File: src/rtl/tpu_top_if.sv
// rtl/tpu_top_if.sv - layer start/mode/finish handshake between host and TPU core
interface tpu_top_if;
    logic       start_i;
    logic [3:0] mode_i;
    logic       finish_o;

    // Host drives start/mode and watches finish.
    modport master (output start_i, output mode_i, input finish_o);
    // TPU core consumes start/mode and reports finish.
    modport slave  (input start_i, input mode_i, output finish_o);
endinterface

File: src/rtl/tpu_top.sv
// rtl/tpu_top.sv - int8 TPU layer engine (FC / 3x3 conv) with input, weight/bias and output SRAMs; optional OUT_RELU_EN
module tpu_top #(
    parameter int MEM_WORDS   = 32768,
    parameter int WEIGHT_BASE = 1024,
    parameter int IN_DIM      = 64,
    parameter int OUT_DIM     = 16,
    parameter int IMG_W       = 8,
    parameter int IMG_H       = 8,
    parameter int SHIFT       = 7
) (
    input  logic       clk,
    input  logic       rstn,
    tpu_top_if.slave   ctrl
);
    localparam int AW = $clog2(MEM_WORDS);
    typedef logic [AW-1:0] addr_t;

    localparam addr_t WB    = addr_t'(WEIGHT_BASE);
    localparam addr_t IDM   = addr_t'(IN_DIM);
    localparam addr_t ODM   = addr_t'(OUT_DIM);
    localparam addr_t IW    = addr_t'(IMG_W);
    localparam addr_t OW    = addr_t'(IMG_W - 2);
    localparam addr_t OH    = addr_t'(IMG_H - 2);
    localparam addr_t NINE  = addr_t'(9);
    localparam addr_t THREE = addr_t'(3);
    localparam addr_t TWO   = addr_t'(2);
    localparam addr_t ONE   = addr_t'(1);
    localparam logic signed [31:0] RND = 32'sd1 <<< (SHIFT - 1);

    typedef enum logic [2:0] {S_IDLE, S_BIAS, S_MAC, S_WRITE, S_DONE} state_t;

    // SRAM arrays; in_mem and wb_mem are loaded by the host side.
    logic [15:0] in_mem  [0:MEM_WORDS-1];
    logic [15:0] wb_mem  [0:MEM_WORDS-1];
    logic [15:0] out_mem [0:MEM_WORDS-1];

    state_t             state;
    logic               is_fc;
    addr_t              c, y, x, ky, kx, k, o;
    logic signed [31:0] acc;
    logic [15:0]        in_rdata, wb_rdata;

    addr_t              in_addr, w_addr, wb_addr, k_max;
    logic               last_out;
    logic signed [15:0] in_s, w_s, prod;
    logic signed [31:0] rnd_sum, shifted;
    logic [7:0]         sat8;
    logic [15:0]        out_word;

    // Tap addressing: the read for tap k is issued in MAC cycle k, data is used in cycle k+1.
    always_comb begin
        in_addr = '0;
        w_addr  = '0;
        if (is_fc) begin
            in_addr = k;
            w_addr  = WB + c * IDM + k;
        end else begin
            in_addr = (y + ky) * IW + x + kx;
            w_addr  = WB + c * NINE + ky * THREE + kx;
        end
        wb_addr  = (state == S_BIAS) ? c : w_addr;
        k_max    = is_fc ? IDM : NINE;
        last_out = is_fc ? (c == ODM - ONE)
                         : (c == ODM - ONE) && (y == OH - ONE) && (x == OW - ONE);
    end

    // Signed 8x8 product of the current read data; fits in 16 bits.
    always_comb begin
        in_s = {{8{in_rdata[7]}}, in_rdata[7:0]};
        w_s  = {{8{wb_rdata[7]}}, wb_rdata[7:0]};
        prod = in_s * w_s;
    end

    // Round-half-up requantisation followed by clamp to int8.
    always_comb begin
        rnd_sum = acc + RND;
        shifted = rnd_sum >>> SHIFT;
`ifdef OUT_RELU_EN
        if (shifted < 0) shifted = '0;
`endif
        if (shifted > 32'sd127)       sat8 = 8'h7F;
        else if (shifted < -32'sd128) sat8 = 8'h80;
        else                          sat8 = shifted[7:0];
        out_word = {{8{sat8[7]}}, sat8};
    end

    // Input and weight/bias SRAM read ports, one cycle latency.
    always_ff @(posedge clk) begin
        in_rdata <= in_mem[in_addr];
        wb_rdata <= wb_mem[wb_addr];
    end

    // Output SRAM write port.
    always_ff @(posedge clk) begin
        if (state == S_WRITE) out_mem[o] <= out_word;
    end

    // Layer controller: bias load, K taps, write, then next output or done.
    always_ff @(posedge clk or negedge rstn) begin
        if (!rstn) begin
            state         <= S_IDLE;
            ctrl.finish_o <= 1'b0;
            is_fc         <= 1'b0;
            c  <= '0; y  <= '0; x <= '0;
            ky <= '0; kx <= '0; k <= '0; o <= '0;
            acc           <= '0;
        end else begin
            case (state)
                S_IDLE, S_DONE: begin
                    if (state == S_DONE) ctrl.finish_o <= 1'b1;
                    state <= S_IDLE;
                    if (ctrl.start_i) begin
                        ctrl.finish_o <= 1'b0;
                        c  <= '0; y  <= '0; x <= '0;
                        ky <= '0; kx <= '0; k <= '0; o <= '0;
                        if (ctrl.mode_i == 4'b0010) begin
                            is_fc <= 1'b0;
                            state <= S_BIAS;
                        end else if (ctrl.mode_i == 4'b0100) begin
                            is_fc <= 1'b1;
                            state <= S_BIAS;
                        end else begin
                            state <= S_DONE;
                        end
                    end
                end
                S_BIAS: begin
                    k     <= '0;
                    ky    <= '0;
                    kx    <= '0;
                    state <= S_MAC;
                end
                S_MAC: begin
                    if (k == '0) acc <= {{16{wb_rdata[15]}}, wb_rdata};
                    else         acc <= acc + {{16{prod[15]}}, prod};
                    if (k == k_max) begin
                        state <= S_WRITE;
                    end else begin
                        k <= k + ONE;
                        if (kx == TWO) begin
                            kx <= '0;
                            ky <= ky + ONE;
                        end else begin
                            kx <= kx + ONE;
                        end
                    end
                end
                S_WRITE: begin
                    o     <= o + ONE;
                    state <= last_out ? S_DONE : S_BIAS;
                    if (is_fc) begin
                        c <= c + ONE;
                    end else if (x == OW - ONE) begin
                        x <= '0;
                        if (y == OH - ONE) begin
                            y <= '0;
                            c <= c + ONE;
                        end else begin
                            y <= y + ONE;
                        end
                    end else begin
                        x <= x + ONE;
                    end
                end
                default: state <= S_IDLE;
            endcase
        end
    end
endmodule

File: src/flat_wrapper.sv
// flat-port wrapper written by rule: the top's interface ports become plain ports
module tpu_top_flat 
#(
    parameter int MEM_WORDS   = 32768,
    parameter int WEIGHT_BASE = 1024,
    parameter int IN_DIM      = 64,
    parameter int OUT_DIM     = 16,
    parameter int IMG_W       = 8,
    parameter int IMG_H       = 8,
    parameter int SHIFT       = 7
)
  (clk, rstn, ctrl_start_i, ctrl_mode_i, ctrl_finish_o);
  tpu_top_if ctrl_i ();
  input  logic clk;
  input  logic rstn;
  input wire logic [$bits(ctrl_i.start_i)-1:0] ctrl_start_i;
  input wire logic [$bits(ctrl_i.mode_i)-1:0] ctrl_mode_i;
  output wire logic [$bits(ctrl_i.finish_o)-1:0] ctrl_finish_o;
  assign ctrl_i.start_i = ctrl_start_i;
  assign ctrl_i.mode_i = ctrl_mode_i;
  assign ctrl_finish_o = ctrl_i.finish_o;
  tpu_top #(.MEM_WORDS(MEM_WORDS), .WEIGHT_BASE(WEIGHT_BASE), .IN_DIM(IN_DIM), .OUT_DIM(OUT_DIM), .IMG_W(IMG_W), .IMG_H(IMG_H), .SHIFT(SHIFT)) u_core (.clk(clk), .rstn(rstn), .ctrl(ctrl_i));
endmodule
File: config.mk
export PLATFORM = sky130hd
export DESIGN_NAME = tpu_top_flat
export DESIGN_NICKNAME = d
export VERILOG_FILES = /design/src/rtl/tpu_top_if.sv /design/src/rtl/tpu_top.sv /design/src/flat_wrapper.sv
export SDC_FILE = /design/constraint.sdc
export NUM_CORES = 1
export LEC_CHECK = 0
export ABC_AREA = 1
export ABC_CLOCK_PERIOD_IN_PS = 5000
export CAP_MARGIN = 20
export CORE_AREA = 2 2 71 141
export CTS_CLUSTER_DIAMETER = 50
export CTS_CLUSTER_SIZE = 10
export DETAILED_ROUTE_END_ITERATION = 7
export DIE_AREA = 0 0 73 143
export GPL_ROUTABILITY_DRIVEN = 1
export PLACE_DENSITY = 0.56
export RECOVER_POWER = 25
export SYNTH_ARGS = -nofsm -noshare
export SYNTH_HDL_FRONTEND = slang
export SYNTH_SLANG_ARGS = --single-unit
File: constraint.sdc
create_clock -name clk -period 5 [get_ports clk]
set_clock_uncertainty 0.1 [all_clocks]
set_input_delay 0.5 -clock clk [delete_from_list [all_inputs] [get_ports clk]]
set_output_delay 0.5 -clock clk [all_outputs]
set_load 0.01 [all_outputs]
==> results.py <==
metrics = {
    "route": {
        "vias_per_cell": 5.37,
        "dr.pass1.iters": 4,
        "dr_total_vias": 3879,
        "drt_wl_total_um": 10400,
        "initialDrtViolationCount": 274,
        "avgRoutedWirePerCell_um": 14.4,
        "detail-route-antenna-nets": 0,
        "drc": 0,
    },
    "cells_and_area": {
        "flow.area_growth_from_synthesis_pct": 10.5,
        "drive_above_1_share_pct": 5.34,
        "regArea_mm2": 0.00163,
        "finalNonFillerCells": 722,
        "footprint_of_the_multi_input_gates_mm2": 0.00222,
        "num-nets-final": 626,
        "final.fill_count": 948,
        "num_antenna_cells": 0,
    },
    "floorplan": {
        "die_h_um": 143,
        "die_x_um": 73,
        "rows": 50,
        "die-area_mm2": 0.0104,
        "floorplan.io_pins": 8,
        "fp.coreArea_mm2": 0.00932,
        "start_util_pct": 44.4,
    },
    "timing": {
        "drv_slew": 0,
        "final_min_period_over_clock_period_pct": 55.0,
        "max_slew_margin_pct": 44.1,
        "setup_tns_ps": 0,
        "final-setup-viol-count": 0,
        "final.hold.worst_slack_ps": 240,
        "final_hold_viol_count": 0,
        "achievable-frequency_mhz": 364,
        "worstMarginPinSlew_ps": 838,
        "rsz_0062_raised_after_global_routing": "no",
        "final.min_clock_period_ps": 2750,
    },
    "power": {
        "leakage_power_nw": 2.05,
        "fin_total_pwr_mw": 1.66,
        "powerDensity_mw_per_mm2": 362,
        "ir_drop_mv": 0.188,
    },
    "clock_network": {
        "post_cts_setup_repair_buffer_count": 0,
        "cts.clk_slew.worst_paths_ps": 50,
        "cts-htree-levels": 3,
        "clk_path_buf_depth": 2,
        "clock_insertion_delay_worst_skew_ps": 340,
        "numCtsBuffers": 9,
        "clk_root_buffer_cell": "sky130_fd_sc_hd__clkbuf_16",
        "cts_sinks": 65,
        "number_of_buffers_added_to_fix_hold_violations_after_cts": 0,
        "cts_tree": "yes",
        "ctsResizeCount": 0,
    },
    "yosys": {
        "postSynthAreaPerCell_um2": 6.84,
        "synth_area_leader": "sky130_fd_sc_hd__dfrtp_1",
        "synth_sequential_area_ratio_pct": 39.3,
        "synth-warning-count": 0,
        "synthDistinctLibCells": 33,
        "ys_async_sr_fraction_pct": 100,
        "post_synth_most_frequent_cells": "183 x sky130_fd_sc_hd__nand2_1, 79 x sky130_fd_sc_hd__nor2_1, 71 x sky130_fd_sc_hd__nand3_1",
        "syn_inst": 605,
        "dominant_register_cell_in_the_synthesized_netlist": "sky130_fd_sc_hd__dfrtp_1",
        "synth_top_cell_area_share_pct": 39.3,
        "synth_area_leaders": "sky130_fd_sc_hd__dfrtp_1 39%, sky130_fd_sc_hd__nand2_1 17%, sky130_fd_sc_hd__nand3_1 8.6%, sky130_fd_sc_hd__nor2_1 7.2%, sky130_fd_sc_hd__inv_1 5.2%",
        "ys_seq_elements": 65,
        "syn-num-nets": 618,
        "number_of_synthesized_flops_with_an_enable_pin": 0,
        "leading_cell_type_by_number_of_instances_after_synthesis": "sky130_fd_sc_hd__nand2_1",
        "synth.cell_area_mm2": 0.00414,
    },
    "global_routing": {
        "grt_util_met1_pct": 23.5,
        "first_global_vias": 3856,
        "globalRouteMet3Util_pct": 3.25,
        "grt.met2_usage_pct": 41.0,
        "grt_usage_pct": 21.9,
        "grt_start_max_net_pins": 66,
        "grt_first_pass_wirelength_um": 17800,
        "global_route.overflow_total": 0,
        "grt-busiest-layer": "met2",
        "grt_antenna_before_repair": 0,
    },
    "setup_path": {
        "worstPathMaxFanout": 23,
        "critical_path_class": "flip-flop to flip-flop",
        "setup.reg_to_reg.worst_slack_ps": 2250,
        "crit_path_max_incr_delay_ps": 650,
        "r2r_cells": 7,
        "cp_cell_sequence": "nor2_4 > nand2_2 > inv_1 > nand2_1 > nand2_1 > nand2_1 > a22oi_1",
        "critPathSlowestCell": "sky130_fd_sc_hd__inv_1",
        "critPathMostFrequentCell": "sky130_fd_sc_hd__nand2_1",
        "arrival_ps": 2900,
        "startpoint_type": "flip-flop",
        "timing.critical_path.to_type": "flip-flop",
        "cp.required_ps": 5150,
    },
    "placed_design": {
        "post-place-cells": 706,
        "finalWeightedCongestion": 0.928,
        "io_buffer_count": 7,
        "dpl.hpwl_um": 7800,
    },
    "outcome": {
        "outcome": "finished, final reports clean",
    },
    "run": {
        "maxCapViolations": 0,
    },
    "hold_path": {
        "hold_path_class": "input port to async pin",
    },
}
## state kept, by name, summed over array words and instances, names as in the netlist
register / flops
u_core.c: 15
u_core.ctrl.finish_o: 1
u_core.is_fc: 1
u_core.k: 15
u_core.state: 3
u_core.x: 15
u_core.y: 15
## cells by family (layout without fill, tap and decap cells)
kind of cell | count (synthesis) | after routing | share of synthesized area, %
buffers and inverters | 73 | 86 | 7.01
flip-flops | 65 | 65 | 39.3
AO/OA/AOI/OAI | 62 | 62 | 8.56
adder cells (fa/ha/maj) | 6 | 6 | 1.81
XOR/XNOR | 17 | 17 | 3.60
AND/OR/NAND/NOR | 382 | 382 | 39.7
## where the power goes
part | switching (mW) | leakage (nW) | internal, mW
clock | 0.231 | 0.144 | 0.398
sequential | 0.0519 | 0.897 | 0.569
combinational | 0.303 | 1.01 | 0.103
total | 0.586 | 2.05 | 1.07
## final cells by class
type                       count  area share (%)
clock buffer                  13            5.47
clock inverter                 3           0.875
timing repair buffer           8            1.59
sequential                    65            35.6
inverter                      62            5.09
tap                          104            2.84
multi-input combinational    467            48.6
## placed cells by master, fill, tap and decap left out, drive strengths merged, types with 7 or more instances in the layout
cell / Yosys / routed
nand2: 185 / 185
o21ai: 41 / 41
xor2: 16 / 16
a21oi: 7 / 7
nor3: 19 / 19
inv: 62 / 62
nor2: 83 / 83
nand4: 16 / 16
dfrtp: 65 / 65
nand3: 71 / 71
clkbuf: 3 / 13
## metal layers
layer	wire length [um]	part of all wire, %
met1	3980	38
met2	5930	57
met3	204	2.0
met4	289	2.8
met5	0	0
## worst max-delay path, delay by kind of cell, from the launching register on
kind | cells | cell delay, ps
and+or+nand+nor | 5 | 1290
buffers and inverters | 1 | 650
DFF | 1 | 420
AOI/OAI and AO/OA | 1 | 200
## stage by stage
stage / utilization (%) / setup WS (ps) / cell area [um2]
2_1_floorplan: - / 3310 / 4140
3_3_place_gp: 46.0 / 2370 / 4280
3_5_place_dp: 46.0 / 2230 / 4280
4_1_cts: 49.1 / 2220 / 4570
5_1_grt: 49.1 / 1950 / 4570
6_report: 49.1 / 2250 / 4570
## path summary, 6_finish.rpt
path                                                   from                  endpoint
worst max-delay path            u_core.state[2]$_DFFE_PN0P_  u_core.x[10]$_DFFE_PN0P_
max in group asynchronous                              rstn   u_core.c[2]$_DFFE_PN0P_
min in group clk                    u_core.x[3]$_DFFE_PN0P_   u_core.x[3]$_DFFE_PN0P_
worst max register to register  u_core.state[2]$_DFFE_PN0P_  u_core.x[10]$_DFFE_PN0P_
worst min-delay path                                   rstn   u_core.x[3]$_DFFE_PN0P_
worst min register to register      u_core.x[3]$_DFFE_PN0P_   u_core.x[3]$_DFFE_PN0P_
Power figures use the tool's default switching activity.
